--- src/rtl/pay_ctrl_pkg.sv ---
// Shared encodings for the vending-machine payment controller and its display stage.
// Holds the state codes, coin values, the 99 ceiling and the result-mode constants.
package pay_ctrl_pkg;

  localparam int unsigned ST_W  = 2;
  localparam int unsigned BIN_W = 7;
  localparam int unsigned DIG_W = 4;

  localparam logic [ST_W-1:0] ST_IDLE    = 2'd0;
  localparam logic [ST_W-1:0] ST_PAYING  = 2'd1;
  localparam logic [ST_W-1:0] ST_SUCCESS = 2'd2;
  localparam logic [ST_W-1:0] ST_FAIL    = 2'd3;

  localparam logic [BIN_W-1:0] COIN1_VAL  = 7'd1;
  localparam logic [BIN_W-1:0] COIN5_VAL  = 7'd5;
  localparam logic [BIN_W-1:0] COIN10_VAL = 7'd10;
  localparam logic [BIN_W-1:0] PAID_MAX   = 7'd99;

  localparam logic MODE_OK   = 1'b0;
  localparam logic MODE_FAIL = 1'b1;

  typedef struct packed {
    logic [DIG_W-1:0] ten;
    logic [DIG_W-1:0] one;
  } bcd2_t;

  // Price digits above 9 are treated as 9.
  function automatic logic [DIG_W-1:0] clamp_digit(input logic [DIG_W-1:0] d);
    return (d > 4'd9) ? 4'd9 : d;
  endfunction

endpackage

--- src/rtl/pay_ctrl_if.sv ---
// Button, price and result bundle between the payment controller and its environment.
interface pay_ctrl_if;
  import pay_ctrl_pkg::*;

  logic             start;
  logic             cancel;
  logic             coin1;
  logic             coin5;
  logic             coin10;
  logic [DIG_W-1:0] price_one;
  logic [DIG_W-1:0] price_ten;
  logic [DIG_W-1:0] paid_one;
  logic [DIG_W-1:0] paid_ten;
  logic [BIN_W-1:0] remain_sec;
  logic             coin_reject;
  logic             busy;
  logic             out_en;
  logic             mode;
  logic [DIG_W-1:0] returnone;
  logic [DIG_W-1:0] returnten;

  modport master (
    output start, cancel, coin1, coin5, coin10, price_one, price_ten,
    input  paid_one, paid_ten, remain_sec, coin_reject, busy, out_en, mode,
           returnone, returnten
  );

  modport slave (
    input  start, cancel, coin1, coin5, coin10, price_one, price_ten,
    output paid_one, paid_ten, remain_sec, coin_reject, busy, out_en, mode,
           returnone, returnten
  );

endinterface

--- src/rtl/pay_ctrl_bin2bcd.sv ---
// Binary 0..99 to two BCD digits, purely combinational.
module pay_ctrl_bin2bcd
  import pay_ctrl_pkg::*;
(
  input  logic [BIN_W-1:0] bin,
  output bcd2_t            bcd
);

  always_comb begin
    bcd.ten = DIG_W'(bin / BIN_W'(10));
    bcd.one = DIG_W'(bin % BIN_W'(10));
  end

endmodule

--- src/rtl/pay_ctrl.sv ---
// Vending-machine payment controller: latches price, accumulates coins with timeout
// and cancel, then holds change/refund digits for the display stage for a fixed window.
module pay_ctrl
  import pay_ctrl_pkg::*;
#(
  parameter int unsigned CLK_HZ      = 100_000_000,
  parameter int unsigned TIMEOUT_SEC = 30,
  parameter int unsigned HOLD_SEC    = 6
) (
  input logic       clk,
  input logic       EN,
  pay_ctrl_if.slave bus
);

  localparam int unsigned IN_W    = 5;
  localparam int unsigned PRESC_W = (CLK_HZ > 1) ? $clog2(CLK_HZ) : 1;
  localparam int unsigned HOLD_W  = (HOLD_SEC > 1) ? $clog2(HOLD_SEC) : 1;
  localparam logic [PRESC_W-1:0] PRESC_LAST = PRESC_W'(CLK_HZ - 1);
  localparam logic [HOLD_W-1:0]  HOLD_LAST  = HOLD_W'(HOLD_SEC - 1);

  logic [IN_W-1:0]    raw_c, sync1_q, sync2_q, prev_q, in_edge_c;
  logic               start_e, cancel_e, tick_c;
  logic [BIN_W:0]     coin_sum_c;
  logic [BIN_W-1:0]   change_c;
  bcd2_t              change_bcd_c;

  logic [ST_W-1:0]    state_q, state_d;
  logic [BIN_W-1:0]   price_q, price_d;
  logic [BIN_W-1:0]   paid_q, paid_d;
  logic [BIN_W-1:0]   remain_q, remain_d;
  logic [PRESC_W-1:0] presc_q, presc_d;
  logic [HOLD_W-1:0]  hold_q, hold_d;
  logic               coin_reject_q, coin_reject_d;
  logic               busy_q, busy_d;
  logic               out_en_q, out_en_d;
  logic               mode_q, mode_d;
  bcd2_t              ret_q, ret_d;
  bcd2_t              paid_bcd_q, paid_bcd_d;

  // Bit order: {coin10, coin5, coin1, cancel, start}.
  assign raw_c     = {bus.coin10, bus.coin5, bus.coin1, bus.cancel, bus.start};
  assign in_edge_c = sync2_q & ~prev_q;
  assign start_e   = in_edge_c[0];
  assign cancel_e  = in_edge_c[1];
  assign tick_c    = (presc_q == PRESC_LAST);

  assign coin_sum_c = {1'b0, paid_q}
                    + (in_edge_c[2] ? {1'b0, COIN1_VAL}  : '0)
                    + (in_edge_c[3] ? {1'b0, COIN5_VAL}  : '0)
                    + (in_edge_c[4] ? {1'b0, COIN10_VAL} : '0);

  pay_ctrl_bin2bcd u_paid_bcd   (.bin(paid_d),   .bcd(paid_bcd_d));
  pay_ctrl_bin2bcd u_change_bcd (.bin(change_c), .bcd(change_bcd_c));

  // Transaction FSM; exit decisions use the registered total, so a coin's effect is seen next cycle.
  always_comb begin
    state_d       = state_q;
    price_d       = price_q;
    paid_d        = paid_q;
    remain_d      = remain_q;
    presc_d       = presc_q;
    hold_d        = hold_q;
    coin_reject_d = 1'b0;
    change_c      = '0;
    case (state_q)
      ST_IDLE: begin
        if (start_e) begin
          price_d  = BIN_W'(clamp_digit(bus.price_ten)) * BIN_W'(10)
                   + BIN_W'(clamp_digit(bus.price_one));
          paid_d   = '0;
          remain_d = BIN_W'(TIMEOUT_SEC);
          presc_d  = '0;
          state_d  = ST_PAYING;
        end
      end
      ST_PAYING: begin
        presc_d = tick_c ? '0 : presc_q + PRESC_W'(1);
        if (paid_q >= price_q) begin
          state_d  = ST_SUCCESS;
          change_c = paid_q - price_q;
        end else if (cancel_e || (remain_q == '0)) begin
          state_d  = ST_FAIL;
          change_c = paid_q;
        end else begin
          if (coin_sum_c <= {1'b0, PAID_MAX}) paid_d = coin_sum_c[BIN_W-1:0];
          else                                coin_reject_d = 1'b1;
          if (tick_c && (remain_q != '0)) remain_d = remain_q - BIN_W'(1);
        end
        if (state_d != ST_PAYING) begin
          presc_d  = '0;
          hold_d   = '0;
          remain_d = '0;
        end
      end
      default: begin
        presc_d = tick_c ? '0 : presc_q + PRESC_W'(1);
        if (tick_c) begin
          if (hold_q == HOLD_LAST) begin
            state_d = ST_IDLE;
            paid_d  = '0;
          end else begin
            hold_d = hold_q + HOLD_W'(1);
          end
        end
      end
    endcase
  end

  // Result outputs follow the next state so they change on the same edge as the FSM.
  always_comb begin
    busy_d   = (state_d != ST_IDLE);
    out_en_d = (state_d == ST_SUCCESS) || (state_d == ST_FAIL);
    mode_d   = (state_d == ST_FAIL) ? MODE_FAIL : MODE_OK;
    ret_d    = ret_q;
    if (!out_en_d)                   ret_d = '0;
    else if (state_q == ST_PAYING)   ret_d = change_bcd_c;
  end

  always_ff @(posedge clk or negedge EN) begin
    if (!EN) begin
      sync1_q       <= '0;
      sync2_q       <= '0;
      prev_q        <= '0;
      state_q       <= ST_IDLE;
      price_q       <= '0;
      paid_q        <= '0;
      remain_q      <= '0;
      presc_q       <= '0;
      hold_q        <= '0;
      coin_reject_q <= 1'b0;
      busy_q        <= 1'b0;
      out_en_q      <= 1'b0;
      mode_q        <= MODE_OK;
      ret_q         <= '0;
      paid_bcd_q    <= '0;
    end else begin
      sync1_q       <= raw_c;
      sync2_q       <= sync1_q;
      prev_q        <= sync2_q;
      state_q       <= state_d;
      price_q       <= price_d;
      paid_q        <= paid_d;
      remain_q      <= remain_d;
      presc_q       <= presc_d;
      hold_q        <= hold_d;
      coin_reject_q <= coin_reject_d;
      busy_q        <= busy_d;
      out_en_q      <= out_en_d;
      mode_q        <= mode_d;
      ret_q         <= ret_d;
      paid_bcd_q    <= paid_bcd_d;
    end
  end

  assign bus.paid_one    = paid_bcd_q.one;
  assign bus.paid_ten    = paid_bcd_q.ten;
  assign bus.remain_sec  = remain_q;
  assign bus.coin_reject = coin_reject_q;
  assign bus.busy        = busy_q;
  assign bus.out_en      = out_en_q;
  assign bus.mode        = mode_q;
  assign bus.returnone   = ret_q.one;
  assign bus.returnten   = ret_q.ten;

endmodule
--- src/flat_wrapper.sv ---
// flat-port wrapper written by rule: the top's interface ports become plain ports
module pay_ctrl_flat import pay_ctrl_pkg::*;
#(
  parameter int unsigned CLK_HZ      = 100_000_000,
  parameter int unsigned TIMEOUT_SEC = 30,
  parameter int unsigned HOLD_SEC    = 6
)
  (clk, EN, bus_start, bus_cancel, bus_coin1, bus_coin5, bus_coin10, bus_price_one, bus_price_ten, bus_paid_one, bus_paid_ten, bus_remain_sec, bus_coin_reject, bus_busy, bus_out_en, bus_mode, bus_returnone, bus_returnten);
  pay_ctrl_if bus_i ();
  input logic clk;
  input logic EN;
  input wire logic [$bits(bus_i.start)-1:0] bus_start;
  input wire logic [$bits(bus_i.cancel)-1:0] bus_cancel;
  input wire logic [$bits(bus_i.coin1)-1:0] bus_coin1;
  input wire logic [$bits(bus_i.coin5)-1:0] bus_coin5;
  input wire logic [$bits(bus_i.coin10)-1:0] bus_coin10;
  input wire logic [$bits(bus_i.price_one)-1:0] bus_price_one;
  input wire logic [$bits(bus_i.price_ten)-1:0] bus_price_ten;
  output wire logic [$bits(bus_i.paid_one)-1:0] bus_paid_one;
  output wire logic [$bits(bus_i.paid_ten)-1:0] bus_paid_ten;
  output wire logic [$bits(bus_i.remain_sec)-1:0] bus_remain_sec;
  output wire logic [$bits(bus_i.coin_reject)-1:0] bus_coin_reject;
  output wire logic [$bits(bus_i.busy)-1:0] bus_busy;
  output wire logic [$bits(bus_i.out_en)-1:0] bus_out_en;
  output wire logic [$bits(bus_i.mode)-1:0] bus_mode;
  output wire logic [$bits(bus_i.returnone)-1:0] bus_returnone;
  output wire logic [$bits(bus_i.returnten)-1:0] bus_returnten;
  assign bus_i.start = bus_start;
  assign bus_i.cancel = bus_cancel;
  assign bus_i.coin1 = bus_coin1;
  assign bus_i.coin5 = bus_coin5;
  assign bus_i.coin10 = bus_coin10;
  assign bus_i.price_one = bus_price_one;
  assign bus_i.price_ten = bus_price_ten;
  assign bus_paid_one = bus_i.paid_one;
  assign bus_paid_ten = bus_i.paid_ten;
  assign bus_remain_sec = bus_i.remain_sec;
  assign bus_coin_reject = bus_i.coin_reject;
  assign bus_busy = bus_i.busy;
  assign bus_out_en = bus_i.out_en;
  assign bus_mode = bus_i.mode;
  assign bus_returnone = bus_i.returnone;
  assign bus_returnten = bus_i.returnten;
  pay_ctrl #(.CLK_HZ(CLK_HZ), .TIMEOUT_SEC(TIMEOUT_SEC), .HOLD_SEC(HOLD_SEC)) u_core (.clk(clk), .EN(EN), .bus(bus_i));
endmodule
--- config.mk ---
export PLATFORM = sky130hd
export DESIGN_NAME = pay_ctrl_flat
export DESIGN_NICKNAME = d
export VERILOG_FILES = /design/src/rtl/pay_ctrl_pkg.sv /design/src/rtl/pay_ctrl_if.sv /design/src/rtl/pay_ctrl_bin2bcd.sv /design/src/rtl/pay_ctrl.sv /design/src/flat_wrapper.sv
export SDC_FILE = /design/constraint.sdc
export NUM_CORES = 1
export LEC_CHECK = 0
export ABC_AREA = 1
export BUFFER_PORTS_ARGS = -buffer_cell sky130_fd_sc_hd__buf_2
export CORE_MARGIN = 10
export CORE_UTILIZATION = 25
export CTS_CLUSTER_DIAMETER = 50
export DETAILED_ROUTE_END_ITERATION = 16
export GPL_TIMING_DRIVEN = 0
export PLACE_DENSITY = 0.37
export REMOVE_ABC_BUFFERS = 1
export SYNTH_ARGS = -nofsm -noshare
export SYNTH_HDL_FRONTEND = slang
export SYNTH_SLANG_ARGS = --single-unit
--- constraint.sdc ---
create_clock -name clk -period 12.1 [get_ports clk]
set_input_delay 2.42 -clock clk [delete_from_list [all_inputs] [get_ports clk]]
set_output_delay 2.42 -clock clk [all_outputs]
set_load 0.03 [all_outputs]
Yosys cells after proc, flatten, opt, wreduce, memory -nomap -nowiden
Cells that the tools add are included.
{"block": "classes", "n_addsub": 8, "multipliers": 1, "n_div": 4, "order_cmp": 4, "n_eq_ne": 13, "mux": 43, "n_bitwise": 3, "n_reduce_logical": 12}
{"operator": "two-way mux 7 bit", "n": 14}
{"operator": "two-way mux 27 bit", "n": 3}
{"operator": "case mux 27 bit (2 select lines)", "n": 1}
{"operator": "case mux 7 bit (2 select lines)", "n": 2}
{"operator": "adder 27 x 1 -> 27 bit (second input constant)", "n": 1}
{"operator": "equality test 27 bit (second input constant)", "n": 1}
{"operator": "adder 8 bit", "n": 2}
{"operator": "two-way mux 8 bit", "n": 2}
{"operator": "divider 7 x 4 -> 7 bit (second input constant)", "n": 2}
{"operator": "remainder unit 7 x 4 -> 7 bit (second input constant)", "n": 2}
{"operator": "two-way mux 2 bit", "n": 6}
{"operator": "two-way mux 3 bit", "n": 4}
{"operator": "two-way mux 4 bit", "n": 3}
{"operator": "adder 7 x 8 -> 8 bit", "n": 1}
{"operator": "> comparator 4 bit (second input constant)", "n": 2}
{"operator": "less-or-equal comparator 8 x 7 -> 1 bit (second input constant)", "n": 1}
{"operator": "adder 7 x 4 -> 7 bit", "n": 1}
{"operator": "greater-or-equal comparator 7 bit", "n": 1}
{"operator": "logical NOT 7 bit", "n": 1}
{"operator": "nonzero test 7 bit", "n": 1}
{"operator": "subtractor 7 x 1 -> 7 bit (second input constant)", "n": 1}
{"operator": "subtractor 7 bit", "n": 1}
{"operator": "multiplier 4 x 3 -> 6 bit (second input constant)", "n": 1}
{"operator": "two-way mux 1 bit", "n": 6}
{"operator": "20 further kinds", "n": 28}
{"block": "word_totals", "regBits": 88, "in_bits": 15, "elab_cells": 105}

Longest topological paths before layout
Gate-level depths: netlist of the first run.
{"block": "logic_depth", "depth_word": 12, "mapped_depth": 40}

By module
From an unflattened synthesis of the first run, not the netlist that was laid out.
{"block": "hier_totals", "cells_unflattened": 785, "hier_area_um2": 5925.7}
{"module": "pay_ctrl", "instances": 1, "cells_each": 659, "area_per_inst_um2": 5220.0, "seq_area_each_um2": 2202.1}
{"module": "pay_ctrl_bin2bcd", "instances": 2, "cells_each": 63, "area_per_inst_um2": 352.8, "seq_area_each_um2": 0.0}

Worst setup path before layout of the first run
Ideal clock, no wire load.
{"block": "synth_path", "kind": "input to register", "from": "in bus_price_ten[2]", "to": "reg u_core.price_q[6]", "setup_time_ns": 0.135, "arrival_ns": 4.212, "required_time_ns": 11.965, "slack_ns": 7.753, "stages": 12, "path_buffers": 0, "cell_sequence": "inv_1 a21oi_1 or2_2 ha_1 ha_1 nand2_1 nor2_1 a211oi_1 or2_2 nor2_1 xor2_1 o21ai_0"}
{"block": "synth_via", "elab_chain_len": 4}
{"element": "start, declared", "line_no": "flat_wrapper.sv:18", "source": "input wire logic [$bits(bus_i.price_ten)-1:0] bus_price_ten;"}
{"element": "> comparator 4 bit", "line_no": "pay_ctrl_pkg.sv:29", "source": "return (d > 4'd9) ? 4'd9 : d;"}
{"element": "two-way mux 4 bit (*)", "line_no": "pay_ctrl_pkg.sv:29"}
{"element": "multiplier 4 x 3 -> 6 bit (*)", "line_no": "pay_ctrl.sv:68", "source": "price_d = BIN_W'(clamp_digit(bus.price_ten)) * BIN_W'(10)"}
{"element": "adder 7 x 4 -> 7 bit (*)", "line_no": "pay_ctrl.sv:69", "source": "+ BIN_W'(clamp_digit(bus.price_one));"}
{"element": "end signal, assigned", "line_no": "pay_ctrl.sv:141", "source": "price_q <= price_d;"}
{"element": "end, declared", "line_no": "pay_ctrl.sv:28", "source": "logic [BIN_W-1:0] price_q, price_d;"}
Every way passes the cells marked *; elsewhere a longest branch is shown, timed or not.
A chain may end at the register's enable or synchronous reset.

==> results.py, run 1 <==
metrics = {
    "cts": {
        "clk_pin_slew_ns": 0.07,
        "numCtsBuffers": 9,
        "cts_max_level": 3,
        "cts_sinks": 87,
        "clk-insertion-delay-late_ns": 0.35,
        "ctsResizeCount": 0,
        "root_buffer": "clkbuf_16",
        "holdBufCountCts": 0,
        "cts_buffer_depth": 2,
        "cts_tree": "built",
        "cts_setup_buffers": 0,
    },
    "yosys": {
        "synth-warning-count": 0,
        "ys_types": 58,
        "ys_seq_area_share_pct": 38.6,
        "synth_edf_count": 0,
        "syn_inst": 729,
        "synth_top_area_share_pct": 38.6,
        "synth-seq-cells": 87,
        "netlist_area_sq_mm": 0.00564,
        "yosys.area.top_type": "dfrtp_1",
        "synthFlopType": "dfrtp_1",
        "syn_avg_cell_area_sq_um": 7.74,
        "async_flop_share_pct": 100,
        "synth_common_cells": "nand2_1, inv_1, dfrtp_1",
        "synth.area.top_cells": "dfrtp_1, nand2_1, inv_1, ha_1, nor2_1",
        "synth_most_common_cell": "nand2_1",
    },
    "pwr": {
        "vdd.ir_drop.worst_mv": 0.0830,
        "p_per_area_mw_per_mm2": 261,
        "cellLeakagePower_nw": 3.15,
    },
    "final_layout": {
        "layout-drive-gt1-share_pct": 17.2,
        "layout.nets": 814,
        "diodes": 0,
        "area_delta_synth_final_pct": 15.0,
        "fill_cells": 2382,
    },
    "sta": {
        "finalMaxSlewViolations": 0,
        "max_freq_mhz": 216,
        "worst-slew-pin-transition_ns": 1.25,
        "final.min_clock_period_ns": 4.64,
        "fin_tns_setup_ns": 0,
        "fin_skew_ns": 0.0114,
        "fin_ws_ns": 7.46,
        "finalHoldViolations": 0,
        "finalSetupViolCount": 0,
        "rsz0062_at_grt": "false",
        "relSlewSlack_pct": 15.6,
        "fin_crit_sh_pct": 38.3,
    },
    "grt": {
        "grt_overflow": 0,
        "grt_pass1_vias": 4865,
        "grt_usage_pct": 10.8,
        "grt_pass1_wl_microns": 25200,
        "grt_start_max_net_pins": 56,
        "antenna_found_initial": 0,
    },
    "run": {
        "maxCapViolCount": 0,
    },
    "worst_setup_path": {
        "crit_arrival_ns": 4.92,
        "crit_fanout": 6,
        "rr_startpoint": "u_core.sync2_q[3]",
        "required_ns": 12.39,
        "r2r_slack_ns": 7.46,
        "cp_slowest_stage_delay_ns": 0.39,
        "crit_slowest_cell": "fa_1",
        "endpoint_kind": "register",
        "cp-start-kind": "register",
        "worstRegToRegCells": 38,
        "timing.rr.end": "u_core.bus.paid_one[2]",
        "critPathBufInv": 6,
        "crit_family": "simple AND/OR/NAND/NOR gates",
        "worstSetupPathType": "reg2reg",
        "cpMostUsedCell": "nand2_1",
    },
    "detailed_routing": {
        "wire_per_inst_microns": 14.2,
        "drtAntennaViolNets": 0,
        "routed_wl_microns": 15000,
        "firstDrtPassIters": 5,
        "viasPerCell": 4.52,
        "drt_iter0_drc": 223,
        "vias": 4771,
        "drc": 0,
    },
    "place": {
        "place_ws_ns": 7.41,
        "place_hpwl_microns": 11400,
        "io_buffers": 41,
        "place_congestion": 0.782,
    },
    "worst_hold_path": {
        "min_from": "u_core.sync1_q[2]",
        "holdPathEnd": "u_core.sync2_q[2]",
        "min_path_type": "reg2reg",
        "hold_depth": 0,
    },
    "floorplan": {
        "ios": 42,
        "die_w_microns": 170,
        "core_sq_mm": 0.0220,
        "rows": 54,
        "dieHeight_microns": 170,
        "die-area_sq_mm": 0.0290,
        "start_util_pct": 25.6,
    },
    "status": {
        "outcome": "complete, no violations",
    },
}
-- power breakdown --
part / internal (W) / switching [W] / total, W
sequential: 0.000365 / 0.0000531 / 0.000418
clock: 0.000163 / 0.000134 / 0.000297
combinational: 0.000316 / 0.000665 / 0.000981
total: 0.000844 / 0.000852 / 0.00170
-- stage by stage --
step                      utilization (%)  cells  power, W  hold slack (ns)  cell area (sq um)
after floorplan                         -    717   0.00116            0.331               5590
after global placement               27.9   1038   0.00141            0.332               6150
after detailed placement             28.1   1039   0.00142            0.336               6180
after CTS                            29.4   1055   0.00173            0.356               6480
after global routing                 29.4   1055   0.00188            0.357               6480
final                                29.4   1055   0.00170            0.351               6480
-- worst register-to-register path: cells and delay by family (launching register included) --
| family | cells | cell delay [ns] |
|---|---|---|
| buf+inv | 6 | 0.46 |
| simple gates | 28 | 2.75 |
| fa+ha+maj | 4 | 0.98 |
| flops | 1 | 0.34 |
-- flip-flops by register name (all words and copies together), names as in the netlist --
signal,count
u_core.bus.out_en,1
u_core.bus.mode,1
u_core.bus.returnone,4
u_core.presc_q,27
u_core.state_q,2
u_core.bus.paid_ten,4
u_core.sync2_q,5
u_core.bus.remain_sec,7
u_core.prev_q,5
u_core.sync1_q,5
u_core.bus.paid_one,3
u_core.bus.busy,1
u_core.bus.coin_reject,1
u_core.price_q,7
u_core.paid_q,7
u_core.bus.returnten,4
u_core.hold_q,3
-- per-layer routing --
metal | track usage [%] | routed length (microns)
met1 | 14.6 | 7600
met2 | 16.7 | 6620
met3 | 2.66 | 541
met4 | 2.86 | 204
met5 | 0 | 0
-- final cells by class --
| cell class | instances | area, sq um | area share (%) |
|---|---|---|---|
| clock buffer | 9 | 225 | 3.47 |
| clock inverter | 7 | 78.8 | 1.22 |
| inverter | 116 | 440 | 6.79 |
| multi-input combinational | 514 | 2980 | 45.9 |
| sequential | 87 | 2180 | 33.6 |
| tap | 280 | 350 | 5.40 |
| timing repair buffer | 42 | 235 | 3.63 |
-- layout by cell type, fill, tap and decap left out, types with 2 or more instances in the layout --
cell type / count
a21o_1: 2
a21oi_1: 22
a21oi_2: 3
a22o_1: 2
a31oi_1: 2
buf_2: 40
clkbuf_16: 9
clkinvlp_4: 2
dfrtp_1: 87
fa_1: 4
ha_1: 25
inv_1: 99
inv_2: 15
inv_6: 3
nand2_1: 152
nand2_2: 21
nand2_4: 4
nand3_1: 48
nand3_2: 9
nand3b_1: 2
nand4_1: 18
nand4_2: 2
nor2_1: 71
nor2_2: 6
nor3_1: 15
nor4_1: 11
o21ai_0: 29
o21ai_1: 3
o22ai_1: 9
or2_2: 3
xnor2_1: 7
xor2_1: 19
-- logic make-up after synthesis --
kind of cell	Yosys count	share of synthesized area, %
flops	87	38.6
fa+ha+maj	29	6.97
xor+xnor	26	4.04
buf+inv	128	8.70
compound gates	86	9.41
simple gates	373	32.3
-- how the worst max path moves through the flow --
stage                            from                      to  slack [ns]  cells past startpoint
finish              u_core.sync2_q[3]  u_core.bus.paid_one[2]        7.46                     38
global placement     bus_price_ten[2]       u_core.price_q[6]        7.48                     13
floorplan            bus_price_ten[2]       u_core.price_q[6]        7.76                     12
global route        u_core.sync2_q[3]  u_core.bus.paid_one[2]        6.91                     39
CTS                 u_core.sync2_q[3]  u_core.bus.paid_one[1]        7.38                     39
detailed placement  u_core.sync2_q[3]  u_core.bus.paid_one[1]        7.41                     39
Note: power is estimated with default switching activity, not from simulation.
==> inputs of run 2 (changes only) <==
--- a/config.mk
+++ b/config.mk
@@ -5,14 +5,14 @@
 export SDC_FILE = /design/constraint.sdc
 export NUM_CORES = 1
 export LEC_CHECK = 0
-export ABC_AREA = 1
+export ABC_AREA = 0
 export BUFFER_PORTS_ARGS = -buffer_cell sky130_fd_sc_hd__buf_2
 export CORE_MARGIN = 10
 export CORE_UTILIZATION = 25
 export CTS_CLUSTER_DIAMETER = 50
 export DETAILED_ROUTE_END_ITERATION = 16
 export GPL_TIMING_DRIVEN = 0
-export PLACE_DENSITY = 0.37
+export PLACE_DENSITY = 0.38
 export REMOVE_ABC_BUFFERS = 1
 export SYNTH_ARGS = -nofsm -noshare
 export SYNTH_HDL_FRONTEND = slang
==> constraint.sdc (replaced) <==
create_clock -name clk -period 4 [get_ports clk]
set_input_delay 0.8 -clock clk [delete_from_list [all_inputs] [get_ports clk]]
set_output_delay 0.8 -clock clk [all_outputs]
set_load 0.03 [all_outputs]
==> run 2 against run 1 <==
Sequential share of layout area shrank 4.3 points. Register-to-register slack lost 8.0 ns. Final cell count grew 1.5%. Synthesized cell count shrank 7.0%. Die area grew 3.6%. Routed wire length grew 10%. The flow now finishes with violations (negative setup slack).
==> results.py, run 2 <==
metrics = {
    "detailed_routing": {
        "wire_per_inst_microns": 15.4,
        "routed_wl_microns": 16500,
        "vias": 5230,
        "drt_iter0_drc": 359,
        "viasPerCell": 4.88,
        "drtAntennaViolNets": 0,
        "firstDrtPassIters": 4,
        "drc": 0,
    },
    "worst_setup_path": {
        "cp-start-kind": "register",
        "required_ns": 4.21,
        "r2r_slack_ns": -0.54,
        "timing.rr.end": "u_core.bus.paid_one[1]",
        "crit_chain": "inv_2 > fa_2 > inv_2 > fa_2 > a21o_1 > o41ai_2 > a221o_1 > o21ai_4 > buf_4 > a31o_4 > a21oi_4 > a21oi_2 > ha_4 > nand3_2 > or3_4 > o2111ai_4 > a31o_4 > xnor2_2 > inv_2 > ha_4 > inv_4 > a21boi_4 > o211ai_1",
        "crit_slowest_cell": "dfrtp_1",
        "crit_fanout": 5,
        "cpMostUsedCell": "inv_2",
        "worstRegToRegCells": 23,
        "cp_slowest_stage_delay_ns": 0.41,
        "endpoint_kind": "register",
        "rr_startpoint": "u_core.paid_q[0]",
        "crit_arrival_ns": 4.75,
        "worstSetupPathType": "reg2reg",
    },
    "final_layout": {
        "regArea_sq_mm": 0.00218,
        "layout-drive-gt1-share_pct": 28.2,
        "instances_no_fill": 1071,
        "multi_input_area_sq_mm": 0.00382,
        "largest_register_ffs": 27,
        "final_common_cell": "dfrtp_1",
        "area_delta_synth_final_pct": 26.9,
        "top_register": "u_core.presc_q",
        "fill_cells": 2473,
        "layout.nets": 791,
        "most-common-layout-cells": "dfrtp_1, nand2_1, o21ai_0, nor2_1, buf_4",
        "diodes": 0,
    },
    "pwr": {
        "swShare_pct": 41.4,
        "pwr-share-seq_pct": 29.8,
        "cellLeakagePower_nw": 3.16,
        "p_per_area_mw_per_mm2": 536,
        "p_sw_w": 0.00165,
        "p_int_w": 0.00234,
        "power_frac_comb_pct": 49.1,
        "vdd.ir_drop.worst_mv": 0.264,
        "clkPwrFrac_pct": 21.2,
        "finalPower_w": 0.00399,
    },
    "yosys": {
        "synth_most_common_cell": "dfrtp_1",
        "yosys.area.top_type": "dfrtp_1",
        "synth.area.top_cells": "dfrtp_1, o21ai_0, ha_1, nand2_1, nor2_1",
        "async_flop_share_pct": 100,
        "synthFlopType": "dfrtp_1",
        "synth_edf_count": 0,
        "synth-warning-count": 0,
        "syn_avg_cell_area_sq_um": 8.66,
        "ys_seq_area_share_pct": 37.1,
        "syn_inst": 678,
        "synth_top_area_share_pct": 37.1,
        "ys_types": 87,
        "netlist_area_sq_mm": 0.00587,
        "synth-seq-cells": 87,
        "synth_common_cells": "dfrtp_1, nand2_1, o21ai_0",
    },
    "worst_hold_path": {
        "holdPathEnd": "u_core.sync2_q[3]",
        "min_from": "u_core.sync1_q[3]",
        "min_path_type": "reg2reg",
        "hold_depth": 0,
    },
    "grt": {
        "antenna_found_initial": 0,
        "grt_usage_pct": 10.9,
        "grt_overflow": 0,
        "grt_pass1_vias": 5212,
        "grt_pass1_wl_microns": 27300,
        "grt_start_max_net_pins": 49,
    },
    "sta": {
        "finalHoldViolations": 0,
        "final.min_clock_period_ns": 4.54,
        "fin_ws_ns": -0.542,
        "finalMaxSlewViolations": 0,
        "fin_tns_setup_ns": -2.10,
        "relSlewSlack_pct": 50.6,
        "finalSetupViolCount": 5,
        "hold_slack_ns": 0.355,
        "fin_skew_ns": 0.0138,
        "max_freq_mhz": 220,
        "fin_crit_sh_pct": 114,
        "worst-slew-pin-transition_ns": 0.740,
        "rsz0062_at_grt": "true",
    },
    "floorplan": {
        "start_util_pct": 25.2,
        "core_sq_mm": 0.0233,
        "ios": 42,
        "die_w_microns": 173,
        "dieHeight_microns": 173,
        "die-area_sq_mm": 0.0300,
        "rows": 56,
    },
    "place": {
        "post-place-cells": 1012,
        "place_ws_ns": -1.57,
        "io_buffers": 41,
        "place_congestion": 0.801,
        "place_hpwl_microns": 11700,
    },
    "cts": {
        "cts_sinks": 87,
        "clk-insertion-delay-late_ns": 0.36,
        "cts_buffer_depth": 2,
        "numCtsBuffers": 9,
        "cts_max_level": 3,
        "root_buffer": "clkbuf_16",
        "holdBufCountCts": 0,
        "clk_pin_slew_ns": 0.07,
        "cts_tree": "built",
    },
    "status": {
        "violations": "negative setup slack",
        "outcome": "finished with violations",
    },
    "run": {
        "maxCapViolCount": 0,
    },
}
[run 2: cell type report]
class                   count  area share (%)
well taps                 319            5.36
inverters                  37            1.90
repair buffers             88            8.20
flip-flops and latches     87            29.3
clock inverters             7           0.890
multi-input cells         524            51.3
clock buffers               9            3.02
[run 2: routing by layer]
metal / vias to the layer above / track usage, % / wire length [microns]
li1: 2586 / - / -
met5: - / 0 / 0
met1: 2565 / 14.5 / 8000
met4: 0 / 3.38 / 211
met3: 14 / 1.94 / 398
met2: 65 / 17.6 / 7860
[run 2: repair_timing]
item | in CTS | in global routing
setup endpoints to repair | 10 | 9
buffers inserted | 27 | 17
resized for setup | 61 | 37
pin swaps | 22 | 29
[run 2: how the worst max path moves through the flow]
| stage | startpoint | to | cells past startpoint |
|---|---|---|---|
| detailed placement | u_core.paid_q[1] | u_core.bus.paid_one[2] | 21 |
| global placement | u_core.paid_q[1] | u_core.bus.paid_one[2] | 21 |
| global route | u_core.prev_q[3] | u_core.bus.paid_one[1] | 23 |
| CTS | u_core.paid_q[0] | u_core.bus.paid_one[1] | 23 |
| finish | u_core.paid_q[0] | u_core.bus.paid_one[1] | 23 |
| floorplan | u_core.paid_q[0] | u_core.bus.paid_one[2] | 23 |
[run 2: power by group through the flow]
stage / sequential, W / clock, W / combinational [W]
2_1_floorplan: 0.00130 / 0 / 0.00100
3_3_place_gp: 0.00120 / 0 / 0.00147
6_report: 0.00119 / 0.000845 / 0.00196
5_1_grt: 0.00121 / 0.000909 / 0.00215
3_5_place_dp: 0.00120 / 0 / 0.00149
4_1_cts: 0.00119 / 0.000882 / 0.00173
[run 2: kinds of logic after synthesis]
logic type	count (synthesis)	share of synthesized area, %
xor gates and xnor gates	18	2.81
muxes	6	1.26
and+or+nand+nor	256	22.1
DFF	87	37.1
buffers and inverters	67	4.63
adders and majority gates	29	6.69
AOI/OAI and AO/OA	215	25.4
[run 2: metrics by stage]
stage / utilization [%] / cell area [sq um]
floorplan: - / 5740
global placement: 27.3 / 6340
detailed placement: 27.6 / 6420
CTS: 30.7 / 7150
global route: 32.0 / 7450
finish: 32.0 / 7450
[run 2: worst max-delay path: cells and delay by family, from the launching register on]
kind            cells  cell delay [ns]
flops               1             0.41
fa+ha+maj           4             1.10
compound gates     11             1.97
xor+xnor            1             0.09
buf+inv             5             0.42
simple gates        2             0.39
